**src/rtl/cal_lut_tx.sv**
```systemverilog
// cal_lut_tx: serializes one session of N_ENTRIES calibration LUT entries
// (N_LUT bits each) onto a sensor's three-wire calibration port.
//
// Ports:
//   clk, rst_n       system clock (rising edge), async active-low reset
//   start, abort     begin a load session / terminate the session in progress
//   s_data, s_valid  entry stream input, entries supplied from index
//   s_ready          N_ENTRIES-1 down to 0; s_ready high only while waiting
//   cal_clk, cal_dat serial shift clock and data (sensor samples on cal_clk rise)
//   cal_ena          LUT-apply enable, set when a session completes
//   busy, done       session in progress / one-cycle completion pulse
//   entry_idx        LUT index of the next entry expected
module cal_lut_tx #(
  parameter int unsigned N_LUT     = 7,
  parameter int unsigned N_ENTRIES = 128,
  parameter int unsigned CLK_DIV   = 2
) (
  input  logic                         clk,
  input  logic                         rst_n,
  input  logic                         start,
  input  logic                         abort,
  input  logic [N_LUT-1:0]             s_data,
  input  logic                         s_valid,
  output logic                         s_ready,
  output logic                         cal_clk,
  output logic                         cal_dat,
  output logic                         cal_ena,
  output logic                         busy,
  output logic                         done,
  output logic [$clog2(N_ENTRIES)-1:0] entry_idx
);

  localparam int unsigned IW       = $clog2(N_ENTRIES);
  localparam int unsigned BW       = (N_LUT > 1) ? $clog2(N_LUT) : 1;
  localparam logic [7:0]  DIV_LAST = 8'(CLK_DIV - 1);

  typedef enum logic [2:0] {
    IDLE,
    WAIT_DATA,
    SHIFT_LO,
    SHIFT_HI,
    FINISH
  } state_t;

  state_t           state_q, state_d;
  logic [N_LUT-1:0] sh_q, sh_d;
  logic [BW-1:0]    bit_q, bit_d;
  logic [7:0]       div_q, div_d;
  logic [IW-1:0]    idx_q, idx_d;
  logic             cal_dat_q, cal_dat_d;
  logic             cal_ena_q, cal_ena_d;
  logic             cal_clk_q, cal_clk_d;
  logic             s_ready_q, s_ready_d;
  logic             busy_q, busy_d;
  logic             done_q, done_d;

  always_comb begin
    state_d   = state_q;
    sh_d      = sh_q;
    bit_d     = bit_q;
    div_d     = div_q;
    idx_d     = idx_q;
    cal_dat_d = cal_dat_q;
    cal_ena_d = cal_ena_q;

    if (abort && (state_q != IDLE)) begin
      // abort outranks start and any transfer offered in the same cycle
      state_d   = IDLE;
      cal_ena_d = 1'b0;
    end else begin
      unique case (state_q)
        IDLE: begin
          if (start) begin
            state_d   = WAIT_DATA;
            idx_d     = IW'(N_ENTRIES - 1);
            bit_d     = '0;
            cal_ena_d = 1'b0;
          end
        end
        WAIT_DATA: begin
          if (s_valid) begin
            state_d   = SHIFT_LO;
            sh_d      = s_data;
            cal_dat_d = s_data[N_LUT-1];
            bit_d     = BW'(N_LUT - 1);
            div_d     = '0;
          end
        end
        SHIFT_LO: begin
          if (div_q == DIV_LAST) begin
            div_d   = '0;
            state_d = SHIFT_HI;
          end else begin
            div_d = div_q + 8'd1;
          end
        end
        SHIFT_HI: begin
          if (div_q == DIV_LAST) begin
            div_d = '0;
            if (bit_q != '0) begin
              // next bit goes out on the same edge cal_clk falls
              state_d   = SHIFT_LO;
              bit_d     = bit_q - BW'(1);
              sh_d      = sh_q << 1;
              cal_dat_d = sh_d[N_LUT-1];
            end else if (idx_q != '0) begin
              state_d = WAIT_DATA;
              idx_d   = idx_q - IW'(1);
            end else begin
              state_d   = FINISH;
              cal_ena_d = 1'b1;
            end
          end else begin
            div_d = div_q + 8'd1;
          end
        end
        FINISH: state_d = IDLE;
        default: state_d = IDLE;
      endcase
    end

    // Strobes are registered copies of the next state so each output is a
    // single flop with no decode glitches.
    cal_clk_d = (state_d == SHIFT_HI);
    s_ready_d = (state_d == WAIT_DATA);
    busy_d    = (state_d != IDLE);
    done_d    = (state_d == FINISH);
  end

  always_ff @(posedge clk or negedge rst_n) begin
    if (!rst_n) begin
      state_q   <= IDLE;
      sh_q      <= '0;
      bit_q     <= '0;
      div_q     <= '0;
      idx_q     <= '0;
      cal_dat_q <= 1'b0;
      cal_ena_q <= 1'b0;
      cal_clk_q <= 1'b0;
      s_ready_q <= 1'b0;
      busy_q    <= 1'b0;
      done_q    <= 1'b0;
    end else begin
      state_q   <= state_d;
      sh_q      <= sh_d;
      bit_q     <= bit_d;
      div_q     <= div_d;
      idx_q     <= idx_d;
      cal_dat_q <= cal_dat_d;
      cal_ena_q <= cal_ena_d;
      cal_clk_q <= cal_clk_d;
      s_ready_q <= s_ready_d;
      busy_q    <= busy_d;
      done_q    <= done_d;
    end
  end

  assign s_ready   = s_ready_q;
  assign cal_clk   = cal_clk_q;
  assign cal_dat   = cal_dat_q;
  assign cal_ena   = cal_ena_q;
  assign busy      = busy_q;
  assign done      = done_q;
  assign entry_idx = idx_q;

endmodule

```
**config.mk**
```make
export PLATFORM = sky130hd
export DESIGN_NAME = cal_lut_tx
export DESIGN_NICKNAME = d
export VERILOG_FILES = /design/src/rtl/cal_lut_tx.sv
export SDC_FILE = /design/constraint.sdc
export NUM_CORES = 1
export LEC_CHECK = 0
export BUFFER_PORTS_ARGS = -buffer_cell sky130_fd_sc_hd__buf_2
export CAP_MARGIN = 20
export CORE_MARGIN = 2
export CORE_UTILIZATION = 57
export DETAILED_ROUTE_END_ITERATION = 10
export GPL_ROUTABILITY_DRIVEN = 0
export GPL_TIMING_DRIVEN = 0
export PLACE_DENSITY = 0.84
export SYNTH_ARGS = -nofsm -noshare
export SYNTH_HDL_FRONTEND = slang
export SYNTH_SLANG_ARGS = --single-unit
```
**constraint.sdc**
```tcl
create_clock -name clk -period 2.9 [get_ports clk]
set_input_delay 0.87 -clock clk [delete_from_list [all_inputs] [get_ports clk]]
set_output_delay 0.87 -clock clk [all_outputs]
set_load 0.005 [all_outputs]
```
# After elaboration in Yosys (flattened, before gate mapping)
# Cells that the tools add are included.
# W data, S select, Z words.
dict set report word_totals {
  memories 0
  output_inout_bits 13
  word_cells 84
  romBits 0
  register_bits 33
  in_bits 12
  latchBits 0
  mem_bits_rw 0
}
dict set report classes {
  shifts 0
  reduce_logical 17
  n_lt_le_gt_ge 0
  n_mux 35
  addsub 3
  n_eq_ne 17
  n_bitwise 1
  n_div 0
  multipliers 0
}
# op count
set ops {}
lappend ops {{$mux W3} 11}
lappend ops {{$mux W7} 4}
lappend ops {{$mux W6} 3}
lappend ops {{$mux W8} 2}
lappend ops {{$pmux W8 S2} 1}
lappend ops {{$reduce_bool A3 Y1} 5}
lappend ops {{$pmux W7 S2} 1}
lappend ops {{$ne A2 B2 Y1 const B} 6}
lappend ops {{$ne A3 B3 Y1 const B} 4}
lappend ops {{$pmux W3 S4} 1}
lappend ops {{$pmux W6 S2} 1}
lappend ops {{$reduce_and A6 Y1} 2}
lappend ops {{$reduce_and A5 Y1} 2}
lappend ops {{$eq A3 B2 Y1 const B} 3}
lappend ops {{$pmux W3 S3} 1}
lappend ops {{$add A8 B1 Y8 const B} 1}
lappend ops {{$eq A8 B1 Y1 const B} 1}
lappend ops {{$mux W1} 8}
lappend ops {{$reduce_bool A7 Y1} 1}
lappend ops {{$sub A7 B1 Y7 const B} 1}
lappend ops {{$eq A3 B1 Y1 const B} 2}
lappend ops {{$reduce_bool A2 Y1} 3}
lappend ops {{$pmux W1 S2} 2}
lappend ops {{$eq A3 B3 Y1 const B} 1}
lappend ops {{other kinds (6)} 6}

# Longest topological paths before layout
# Gate-level depths: netlist (run 1).
dict set report logic_depth {
  word_depth 7
  mapped_depth 6
  depth_no_buf 6
}

# Worst setup path before layout (run 1)
# Ideal clock, no wire load.
dict set report synth_path {
  path_type {input -> register}
  from {input start}
  to {register bit_q[1]}
  path_slack_ps 632
  setup_ps 125
  arrival_time_ps 2144
  t_required_ps 2775
  path_stages 4
  n_path_buf 0
  path_cell_list {or3b_2 a211o_1 or2_2 mux2_2}
}
dict set report synth_between {
  elab_chain_cells 2
}
# item line
set synth_lines {}
lappend synth_lines {{start, declared} 20} ;# input logic start,
lappend synth_lines {{$ne A2 B2 Y1 (no source line)} --}
lappend synth_lines {{$reduce_and A6 Y1 (no source line)} --}
lappend synth_lines {{end signal, assigned} 146} ;# bit_q <= bit_d;
lappend synth_lines {{end, declared} 47} ;# logic [BW-1:0] bit_q, bit_d;
# Every way passes these cells.
# A chain may end at the register's enable or synchronous reset.

# Worst setup path in the final report (run 1)
dict set report layout_path {
  from {register div_q[1]}
  to {register sh_q[3]}
}
dict set report layout_between {
  elab_chain_cells 3
}
# item line
set layout_lines {}
lappend layout_lines {{start, declared} 48} ;# logic [7:0] div_q, div_d;
lappend layout_lines {{start signal, assigned} 147} ;# div_q <= div_d;
lappend layout_lines {{$eq A8 B1 Y1} 98} ;# if (div_q == DIV_LAST) begin
lappend layout_lines {{$ne A2 B2 Y1 (no source line)} --}
lappend layout_lines {{$reduce_and A5 Y1 (no source line)} --}
lappend layout_lines {{end signal, assigned} 133} ;# sh_q <= '0;
lappend layout_lines {{end signal, assigned} 145} ;# sh_q <= sh_d;
lappend layout_lines {{end, declared} 46} ;# logic [N_LUT-1:0] sh_q, sh_d;
# Every way passes these cells.

==> results of run 1 <==
cells by family after synthesis:
group | after synthesis | share of synthesized area
and+or+nand+nor | 71 | 0.224
AOI/OAI and AO/OA | 36 | 0.150
DFF | 33 | 0.431
muxes | 23 | 0.131
buffers and inverters | 14 | 0.0320
adders and majority gates | 5 | 0.0327
where the power goes:
part	internal (µW)	switching [µW]	leakage (µW)
combinational	340	406	0.000488
sequential	579	67.8	0.000401
clock	140	153	0.0000413
area by class of cell:
class	instances	area, µm²
sequential	33	826
clock buffer	7	65.1
buffer	6	31.3
inverter	8	30.0
tap	46	57.6
multi-input combinational	135	1030
fill	255	1120
clock inverter	1	5.00
timing repair buffer	24	119
routing by layer:
| layer | track usage | vias up | share of wire |
|---|---|---|---|
| met2 | 0.307 | 30 | 0.49 |
| li1 | - | 728 | - |
| met4 | 0.0790 | 0 | 0.016 |
| met5 | 0 | - | 0 |
| met3 | 0.0559 | 6 | 0.039 |
| met1 | 0.263 | 715 | 0.46 |
final timing paths:
| check | start | endpoint | slack (ns) | cells past startpoint |
|---|---|---|---|---|
| max | div_q[1]$_DFFE_PN0P_ | sh_q[3]$_DFFE_PN0P_ | 0.41 | 6 |
| min | bit_q[1]$_DFFE_PN0P_ | bit_q[1]$_DFFE_PN0P_ | 0.51 | 1 |
| max reg2reg | div_q[1]$_DFFE_PN0P_ | sh_q[3]$_DFFE_PN0P_ | 0.41 | 6 |
| min reg2reg | bit_q[1]$_DFFE_PN0P_ | bit_q[1]$_DFFE_PN0P_ | 0.51 | 1 |
| max in group asynchronous | rst_n | sh_q[3]$_DFFE_PN0P_ | 1.86 | 1 |
| min in group asynchronous | rst_n | entry_idx[3]$_DFFE_PN0P_ | 0.58 | 1 |
per-stage QoR:
stage / setup WS, ns / total power, µW
finish: 0.410 / 1690
global route: 0.219 / 1820
CTS: 0.399 / 1700
detailed placement: 0.435 / 1400
global placement: 0.459 / 1370
floorplan: 0.632 / 1220
state kept, by name (all words and copies together), names as in the netlist:
name	count
div_q	8
entry_idx	7
sh_q	6
bit_q	3
state_q	3
busy	1
cal_clk	1
cal_dat	1
cal_ena	1
done	1
s_ready	1
cell usage in the layout (no fill, tap or decap), types with 3 or more instances in the layout:
master,count
nand2_1,15
or2_2,3
nor2b_1,6
nor2_1,8
clkbuf_4,5
nand2b_1,6
o31ai_1,3
buf_2,24
clkbuf_1,3
a211oi_1,3
ha_1,5
mux2_2,16
a21oi_1,6
dfrtp_1,33
inv_1,8
mux2i_1,7
nor3_1,4
o21ai_0,9
nand3_1,3
or3_1,4
and3_1,3
worst register-to-register path: cells and delay by family (launching register included):
kind	cells	cell delay, ns
AO/OA/AOI/OAI	2	0.81
adder cells (fa/ha/maj)	1	0.13
buffers and inverters	1	0.07
flip-flops	1	0.43
multiplexers	1	0.40
AND/OR/NAND/NOR	1	0.55
==> reports/metrics.csv, run 1 <==
stage,metric,value,unit
logic_synthesis,share of synthesized registers carrying an async set or reset,1.00,
logic_synthesis,"count leader, synth",dfrtp_1,
detailed_routing,drt total wl,3.68,mm
logic_synthesis,share of the synthesized area in the top cell type,0.431,
logic_synthesis,post-synthesis sequential area ratio,0.431,
floorplanning,die area,0.00384,mm²
outcome,status,"complete, no violations",
cts,H-Tree Depth,2,
final_layout,Final Cell Area,0.00216,mm²
cts,CTS sink cnt,33,
logic_synthesis,most common library cells after synthesis,"dfrtp_1 (33), mux2_2 (16), nand2_1 (15)",
critical_path,CP max stage cell,a2111oi_4,
worst_hold_path,Hold Path Class,flip-flop to flip-flop,
global_routing,Total GRT Usage,0.198,
cts,CTS tree,yes,
logic_synthesis,"area leader, netlist",dfrtp_1,
cts,setup bufs post-CTS,0,
floorplanning,chip width,62.0,µm
job,count of maximum capacitance violations,0,
timing,"Hold Vio Cnt, Final",0,
final_layout,ant diodes,0,
cts,clk_lat worst skew,0.34,ns
logic_synthesis,register bit total from synthesis,33,
critical_path,Critical Path RT,3.13,ns
global_routing,largest net degree at the start of global routing,34,
placed_design,area post-placement,0.00209,mm²
critical_path,WP buf/inv,1,
detailed_routing,Routed WL per cell,14.1,µm
floorplanning,core area,0.00328,mm²
timing,hold_ws,0.511,ns
cts,hold_buf cts,0,
logic_synthesis,yosys warns,0,
cts,clk root buf,clkbuf_4,
critical_path,"Largest stage delay, worst path",0.57,ns
global_routing,GR Overflow Total,0,
logic_synthesis,Gate Count Post-Synth,182,
critical_path,Setup Crit Path Kind,flip-flop to flip-flop,
timing,Worst-Margin Slew,0.825,ns
detailed_routing,vias per cell,5.69,
critical_path,Startpoint Class,flip-flop,
placed_design,detailed placement HPWL,2.66,mm
critical_path,"Max FO, Critical Path",9,
critical_path,crit-path cells,"inv_1, ha_1, nor3b_2, a311oi_4, a2111oi_4, mux2_2",
power,power density over the cells,780,mW/mm²
timing,Tcrit/Tclk final,0.858,
final_layout,final cell count without fillers,260,
logic_synthesis,Yosys cell types,47,
critical_path,crit path DAT,2.72,ns
detailed_routing,Initial DRT Pass Iterations,4,
floorplanning,row count,21,
global_routing,number of global-route vias before repair,1191,
timing,final setup fails,0,
global_routing,antenna violations before repair,0,
logic_synthesis,Synth Flop Type,dfrtp_1,
detailed_routing,Post-route DRC,0,
timing,max frequency,0.402,GHz
cts,# resized after CTS,0,
timing,Max-slew headroom,0.449,
critical_path,CP top delay family,compound AO/OA/AOI/OAI gates,
cts,CTS Buffer Depth,2,
final_layout,area delta synth->final,12.9,%
placed_design,number of port buffers,23,
logic_synthesis,"EDFF count, synth",0,
final_layout,final core occ,0.658,
cts,Inserted Clock Buffers,5,
placed_design,Cells after DPL,252,
logic_synthesis,syn_area_per_cell,10.5,µm²
timing,clk_skew,0.00576,ns
power,Peak VDD IR,373,µV
cts,Clock transition at path regs,0.10,ns
detailed_routing,Vias,1479,
global_routing,first-pass GRT wire length,5.48,mm
detailed_routing,antenna-violating nets left,0,
logic_synthesis,Mapped Area,0.00192,mm²
floorplanning,Die Y,62.0,µm
floorplanning,boundary pin count,25,
timing,RSZ-0062 raised after global routing,no,
critical_path,crit path capture type,flip-flop,
timing,post-route minimum period,2.49,ns
detailed_routing,drt first-iter violations,45,
final_layout,share of layout cells above drive strength 1,0.290,
power,Static Leak,0.000930,µW
logic_synthesis,Synth area leaders,"dfrtp_1 (43%), mux2_2 (9.4%), mux2i_1 (3.7%)",
timing,Slew Limit Fails,0,
floorplanning,starting density of the core,0.583,
timing,setup TNS,0,ns
final_layout,Final nets,230,
logic_synthesis,Syn Nets,199,
(Power assumes the default switching activity.)
==> inputs of run 2 (changes only) <==
--- a/config.mk
+++ b/config.mk
@@ -5,6 +5,7 @@
 export SDC_FILE = /design/constraint.sdc
 export NUM_CORES = 1
 export LEC_CHECK = 0
+export ABC_AREA = 1
 export BUFFER_PORTS_ARGS = -buffer_cell sky130_fd_sc_hd__buf_2
 export CAP_MARGIN = 20
 export CORE_MARGIN = 2
==> reports/metrics.csv, run 2 <==
stage,metric,value,unit,change
logic_synthesis,register bit total from synthesis,33,,unchanged
detailed_routing,Routed WL per cell,11.6,µm,was 14.1 µm
detailed_routing,antenna-violating nets left,0,,unchanged
logic_synthesis,Synth Flop Type,dfrtp_1,,unchanged
final_layout,Top reg by flops,div_q,,unchanged
critical_path,Setup Crit Path Kind,flip-flop to output port,,was flip-flop to flip-flop
logic_synthesis,yosys warns,0,,unchanged
detailed_routing,Initial DRT Pass Iterations,4,,unchanged
global_routing,antenna violations before repair,0,,unchanged
timing,final setup fails,0,,unchanged
timing,setup ws final,1.09,ns,was 0.410 ns
detailed_routing,wl on met1,1.79,mm,was 1.68 mm
logic_synthesis,"count leader, synth",nand2_1,,was dfrtp_1
logic_synthesis,post-synthesis sequential area ratio,0.428,,was 0.431
global_routing,first-pass GRT wire length,6.65,mm,was 5.48 mm
final_layout,Filler cells,289,,was 255
logic_synthesis,"EDFF count, synth",0,,unchanged
floorplanning,starting density of the core,0.588,,was 0.583
logic_synthesis,Mapped Area,0.00193,mm²,was 0.00192 mm²
detailed_routing,vias per cell,5.04,,was 5.69
outcome,status,"complete, no violations",,unchanged
timing,RSZ-0062 raised after global routing,no,,unchanged
floorplanning,chip width,62.2,µm,was 62.0 µm
timing,clk_skew,0.0184,ns,was 0.00576 ns
floorplanning,Die Y,62.2,µm,was 62.0 µm
timing,"Hold Vio Cnt, Final",0,,unchanged
floorplanning,core area,0.00328,mm²,unchanged
placed_design,pre-CTS setup slack,1.09,ns,was 0.435 ns
final_layout,FF/Latch Area,826,µm²,unchanged
critical_path,CP top delay family,flip-flops,,was compound AO/OA/AOI/OAI gates
global_routing,Total GRT Usage,0.218,,was 0.198
logic_synthesis,most common library cells after synthesis,"nand2_1 (67), dfrtp_1 (33), nor2_1 (28)",,"was dfrtp_1 (33), mux2_2 (16), nand2_1 (15)"
timing,Tcrit/Tclk final,0.625,,was 0.858
global_routing,largest net degree at the start of global routing,34,,unchanged
cts,hold_buf cts,0,,unchanged
final_layout,Final nets,291,,was 230
cts,H-Tree Depth,2,,unchanged
timing,setup TNS,0,ns,unchanged
critical_path,CP max stage cell,dfrtp_1,,was a2111oi_4
floorplanning,row count,21,,unchanged
final_layout,most frequent cells in the layout,"nand2_1 (67), dfrtp_1 (33), nor2_1 (28)",,"was dfrtp_1 (33), buf_2 (24), mux2_2 (16)"
critical_path,crit-path cells,buf_2,,"was inv_1, ha_1, nor3b_2, a311oi_4, a2111oi_4, mux2_2"
placed_design,detailed placement HPWL,2.79,mm,was 2.66 mm
logic_synthesis,Syn Nets,260,,was 199
final_layout,area delta synth->final,11.9,%,was 12.9%
cts,Clock transition at path regs,0.11,ns,was 0.10 ns
critical_path,"Max FO, Critical Path",6,,was 9
global_routing,number of global-route vias before repair,1524,,was 1191
cts,CTS tree,yes,,unchanged
global_routing,GR Overflow Total,0,,unchanged
detailed_routing,highest metal used,met4,,unchanged
timing,Slew Limit Fails,0,,unchanged
job,count of maximum capacitance violations,0,,unchanged
timing,Max-slew headroom,0.524,,was 0.449
detailed_routing,drt first-iter violations,54,,was 45
final_layout,share of layout cells above drive strength 1,0.229,,was 0.290
power,power density over the cells,946,mW/mm²,was 780 mW/mm²
detailed_routing,met3 wire length,147,µm,was 145 µm
power,Static Leak,0.00114,µW,was 0.000930 µW
floorplanning,boundary pin count,25,,unchanged
power,Peak VDD IR,525,µV,was 373 µV
detailed_routing,met2 wire length,1.71,mm,was 1.79 mm
cts,Inserted Clock Buffers,5,,unchanged
worst_hold_path,Hold Path Class,flip-flop to flip-flop,,unchanged
cts,CTS sink cnt,33,,unchanged
logic_synthesis,"area leader, netlist",dfrtp_1,,unchanged
logic_synthesis,Yosys cell types,28,,was 47
critical_path,crit path capture type,output port,,was flip-flop
logic_synthesis,share of synthesized registers carrying an async set or reset,1.00,,unchanged
cts,setup bufs post-CTS,0,,unchanged
detailed_routing,Post-route DRC,0,,unchanged
floorplanning,die area,0.00387,mm²,was 0.00384 mm²
timing,Worst-Margin Slew,0.714,ns,was 0.825 ns
logic_synthesis,syn_area_per_cell,7.94,µm²,was 10.5 µm²
critical_path,setup slack on the worst flop-to-flop path,1.12,ns,was 0.41 ns
final_layout,area of the multi-input gates,967,µm²,was 0.00103 mm²
critical_path,WP buf/inv,1,,unchanged
timing,post-route minimum period,1.81,ns,was 2.49 ns
timing,hold_ws,0.489,ns,was 0.511 ns
placed_design,number of port buffers,24,,was 23
detailed_routing,Vias,1618,,was 1479
logic_synthesis,Gate Count Post-Synth,243,,was 182
detailed_routing,drt total wl,3.73,mm,was 3.68 mm
timing,max frequency,0.552,GHz,was 0.402 GHz
final_layout,max reg flops,8,,unchanged
final_layout,ant diodes,0,,unchanged
critical_path,"Largest stage delay, worst path",0.45,ns,was 0.57 ns
final_layout,"most common cell after layout, fill and taps aside",nand2_1,,was dfrtp_1
logic_synthesis,Synth area leaders,"dfrtp_1 (43%), nand2_1 (13%), nand3_1 (6.7%)",,"was dfrtp_1 (43%), mux2_2 (9.4%), mux2i_1 (3.7%)"
critical_path,crit path DAT,0.94,ns,was 2.72 ns
critical_path,Startpoint Class,flip-flop,,unchanged
cts,clk_lat worst skew,0.34,ns,about the same
cts,clk root buf,clkbuf_4,,unchanged
critical_path,Critical Path RT,2.03,ns,was 3.13 ns
cts,CTS Buffer Depth,2,,unchanged
logic_synthesis,share of the synthesized area in the top cell type,0.428,,was 0.431
cts,# resized after CTS,0,,unchanged
[run 2: changes by cell type after synthesis, moves of 5 or more]
cell      previous run  this run
mux2_2              16         0
nor2b_1              6         0
nor2_1               8        28
o21ai_2              0         5
inv_1                8        22
nand2b_1             6         0
nand3_1              3        26
nand2_1             15        67
[run 2: worst paths after layout]
path	start	endpoint	cells past startpoint
worst max register to register	div_q[1]$_DFFE_PN0P_	sh_q[3]$_DFFE_PN0P_	10
worst min register to register	cal_ena$_DFFE_PN0P_	cal_ena$_DFFE_PN0P_	2
worst min-delay path	cal_ena$_DFFE_PN0P_	cal_ena$_DFFE_PN0P_	2
max in group asynchronous	rst_n	state_q[2]$_DFF_PN0_	1
min in group asynchronous	rst_n	entry_idx[6]$_DFFE_PN0P_	1
worst max-delay path	entry_idx[4]$_DFFE_PN0P_	entry_idx[4]	1
[run 2: through the flow]
step           cell area [µm²]  power [µW]   util  instances
6_report                  2160        2040  0.658        321
3_3_place_gp              2110        1760  0.642        313
2_1_floorplan             1930        1530      -        243
3_5_place_dp              2110        1800  0.642        313
4_1_cts                   2160        2060  0.658        321
5_1_grt                   2160        2250  0.658        321
[run 2: routing by layer]
| metal | global-route usage | up-vias |
|---|---|---|
| met4 | 0.0972 | 0 |
| met2 | 0.351 | 34 |
| li1 | - | 841 |
| met3 | 0.0525 | 8 |
| met1 | 0.282 | 735 |
| met5 | 0 | - |
[run 2: power breakdown]
group / total (µW) / switching, µW / leakage, µW / internal, µW
Combinational: 1040 / 649 / 0.000695 / 395
Clock: 251 / 155 / 0.0000255 / 95.6
Sequential: 749 / 131 / 0.000423 / 618
Total: 2040 / 935 / 0.00114 / 1110
[run 2: layout make-up]
class                           instances  area share
Tap cell                               46      0.0266
Buffer                                  3      0.0156
Sequential cell                        33       0.382
Multi-Input combinational cell        180       0.448
Timing Repair Buffer                   24      0.0556
Clock inverter                          1     0.00347
Clock buffer                            7      0.0208
Inverter                               27      0.0481
[run 2: cells by family (layout without fill, tap and decap cells)]
logic type | count (synthesis) | count (layout) | share of synthesized area
AOI/OAI and AO/OA | 25 | 25 | 0.0862
xor gates and xnor gates | 1 | 1 | 0.00454
adders and majority gates | 5 | 5 | 0.0324
buffers and inverters | 30 | 62 | 0.0713
DFF | 33 | 33 | 0.428
muxes | 6 | 6 | 0.0311
and+or+nand+nor | 143 | 143 | 0.347
[run 2: tightest hold or removal path, delay by kind of cell, from the launching register on]
| family | cells | cell delay (ns) |
|---|---|---|
| flip-flops | 1 | 0.36 |
| AND/OR/NAND/NOR | 2 | 0.11 |
==> inputs of run 3 (changes only) <==
==> constraint.sdc (replaced) <==
create_clock -name clk -period 1.8 [get_ports clk]
set_input_delay 0.54 -clock clk [delete_from_list [all_inputs] [get_ports clk]]
set_output_delay 0.54 -clock clk [all_outputs]
set_load 0.005 [all_outputs]
==> reports/metrics.csv, run 3 (synthesis results as in run 2) <==
stage,metric,value,unit,change
floorplanning,die area,0.00387,mm²,unchanged
placed_design,Cells after DPL,313,,unchanged
cts,Inserted Clock Buffers,5,,unchanged
final_layout,final cell count without fillers,323,,was 321
global_routing,GR Overflow Total,0,,unchanged
detailed_routing,Initial DRT Pass Iterations,4,,unchanged
timing,max frequency,0.600,GHz,
timing,setup TNS,0,ns,unchanged
critical_path,Startpoint Class,flip-flop,,unchanged
timing,post-route minimum period,1.67,ns,
global_routing,Total GRT Usage,0.218,,unchanged
placed_design,detailed placement HPWL,2.79,mm,unchanged
critical_path,"Largest stage delay, worst path",0.41,ns,was 0.45 ns
floorplanning,row count,21,,unchanged
cts,CTS tree,yes,,unchanged
timing,final setup fails,0,,unchanged
cts,CTS sink cnt,33,,unchanged
critical_path,setup slack on the worst flop-to-flop path,0.13,ns,was 1.12 ns
critical_path,Critical Path RT,2.02,ns,was 2.03 ns
floorplanning,boundary pin count,25,,unchanged
cts,H-Tree Depth,2,,unchanged
final_layout,ant diodes,0,,unchanged
critical_path,crit path capture type,flip-flop,,was output port
power,Peak VDD IR,852,µV,was 525 µV
floorplanning,starting density of the core,0.588,,unchanged
outcome,status,"complete, no violations",,unchanged
worst_hold_path,Hold Path Class,primary input to async pin,,was flip-flop to flip-flop
critical_path,"Max FO, Critical Path",10,,was 6
global_routing,largest net degree at the start of global routing,34,,unchanged
power,power density over the cells,1520,mW/mm²,was 946 mW/mm²
cts,Clock transition at path regs,0.11,ns,about the same
floorplanning,chip width,62.2,µm,unchanged
cts,hold_buf cts,0,,unchanged
detailed_routing,drt first-iter violations,56,,was 54
timing,Slew Limit Fails,0,,unchanged
placed_design,number of port buffers,24,,unchanged
floorplanning,Die Y,62.2,µm,unchanged
final_layout,share of layout cells above drive strength 1,0.238,,was 0.229
detailed_routing,Routed WL per cell,11.7,µm,was 11.6 µm
critical_path,CP max stage cell,dfrtp_1,,unchanged
floorplanning,core area,0.00328,mm²,unchanged
timing,Worst-Margin Slew,0.720,ns,was 0.714 ns
final_layout,max reg flops,8,,unchanged
global_routing,antenna violations before repair,0,,unchanged
critical_path,crit path DAT,1.89,ns,was 0.94 ns
final_layout,most frequent cells in the layout,"nand2_1 (67), dfrtp_1 (33), nor2_1 (27)",,"was nand2_1 (67), dfrtp_1 (33), nor2_1 (28)"
final_layout,area delta synth->final,13.1,%,was 11.9%
cts,clk root buf,clkbuf_4,,unchanged
final_layout,Top reg by flops,div_q,,unchanged
timing,Max-slew headroom,0.520,,was 0.524
timing,"Hold Vio Cnt, Final",0,,unchanged
final_layout,"most common cell after layout, fill and taps aside",nand2_1,,unchanged
detailed_routing,vias per cell,5.08,,was 5.04
cts,CTS Buffer Depth,2,,unchanged
critical_path,Setup Crit Path Kind,flip-flop to flip-flop,,was flip-flop to output port
detailed_routing,antenna-violating nets left,0,,unchanged
detailed_routing,Vias,1642,,was 1618
detailed_routing,drt total wl,3.76,mm,was 3.73 mm
global_routing,number of global-route vias before repair,1524,,unchanged
final_layout,Final nets,293,,was 291
global_routing,first-pass GRT wire length,6.65,mm,unchanged
cts,clk_lat worst skew,0.34,ns,about the same
power,Static Leak,0.00116,µW,was 0.00114 µW
timing,Tcrit/Tclk final,0.926,,
job,count of maximum capacitance violations,0,,unchanged
timing,clk_skew,0.0201,ns,was 0.0184 ns
critical_path,crit-path cells,"inv_1, ha_1, nand3_1, nor2_4, nor2_1, nor2_2, nand2_2, buf_6, nand2_1, o21ai_1",,was buf_2
detailed_routing,Post-route DRC,0,,unchanged
==> run 3: cell count changes in the layout (fill, tap and decap cells not counted) <==
cell and change:
nor2_4 +1, buf_4 +2, nor2_1 -1
==> run 3: power by group <==
| part | total [µW] | internal [µW] | switching [µW] | leakage [µW] |
|---|---|---|---|---|
| Combinational | 1720 | 660 | 1060 | 0.000708 |
| Clock | 404 | 154 | 250 | 0.0000255 |
| Sequential | 1200 | 996 | 205 | 0.000423 |
| Total | 3330 | 1810 | 1520 | 0.00116 |
==> run 3: routing by layer <==
| metal | vias up | GRT usage | part of all wire |
|---|---|---|---|
| li1 | 846 | - | - |
| met1 | 758 | 0.282 | 0.48 |
| met2 | 30 | 0.351 | 0.46 |
| met3 | 8 | 0.0525 | 0.040 |
| met4 | 0 | 0.0972 | 0.021 |
| met5 | - | 0 | 0 |
==> run 3: critical path, delay by kind of cell (launching register included) <==
family	cells	cell delay (ns)
adders and majority gates	1	0.17
and+or+nand+nor	6	0.68
buffers and inverters	2	0.25
AOI/OAI and AO/OA	1	0.05
DFF	1	0.41
==> run 3: path summary, 6_finish.rpt <==
path / to / from / cells past startpoint
setup reg to reg: sh_q[3]$_DFFE_PN0P_ / div_q[1]$_DFFE_PN0P_ / 10
hold / removal: entry_idx[6]$_DFFE_PN0P_ / rst_n / 1
max in group asynchronous: state_q[2]$_DFF_PN0_ / rst_n / 1
setup / recovery: sh_q[3]$_DFFE_PN0P_ / div_q[1]$_DFFE_PN0P_ / 10
min in group clk: sh_q[0]$_DFFE_PN0P_ / s_data[0] / 3
hold reg to reg: cal_ena$_DFFE_PN0P_ / cal_ena$_DFFE_PN0P_ / 2
==> run 3: area by class of cell <==
| cell class | count | area (µm²) |
|---|---|---|
| multi-input cells | 180 | 975 |
| inverters | 27 | 104 |
| flip-flops and latches | 33 | 826 |
| clock buffers | 7 | 45.0 |
| well taps | 46 | 57.6 |
| clock inverters | 1 | 7.51 |
| fillers | 287 | 1100 |
| repair buffers | 26 | 135 |
| plain buffers | 3 | 33.8 |
==> run 3: through the flow <==
| stage | setup slack, ns | instance area [µm²] | power (µW) | utilization | hold slack [ns] |
|---|---|---|---|---|---|
| 2_1_floorplan | 0.274 | 1930 | 2460 | - | 0.244 |
| 3_3_place_gp | 0.0778 | 2110 | 2830 | 0.642 | 0.458 |
| 3_5_place_dp | 0.0386 | 2110 | 2900 | 0.642 | 0.463 |
| 4_1_cts | 0.0234 | 2160 | 3310 | 0.658 | 0.255 |
| 5_1_grt | -0.00952 | 2180 | 3670 | 0.665 | 0.296 |
| 6_report | 0.132 | 2180 | 3330 | 0.665 | 0.241 |
==> run 3: timing repair <==
item,CTS,global route
gates resized for setup,0,2
setup buffers,0,2
setup endpoints to repair,0,18
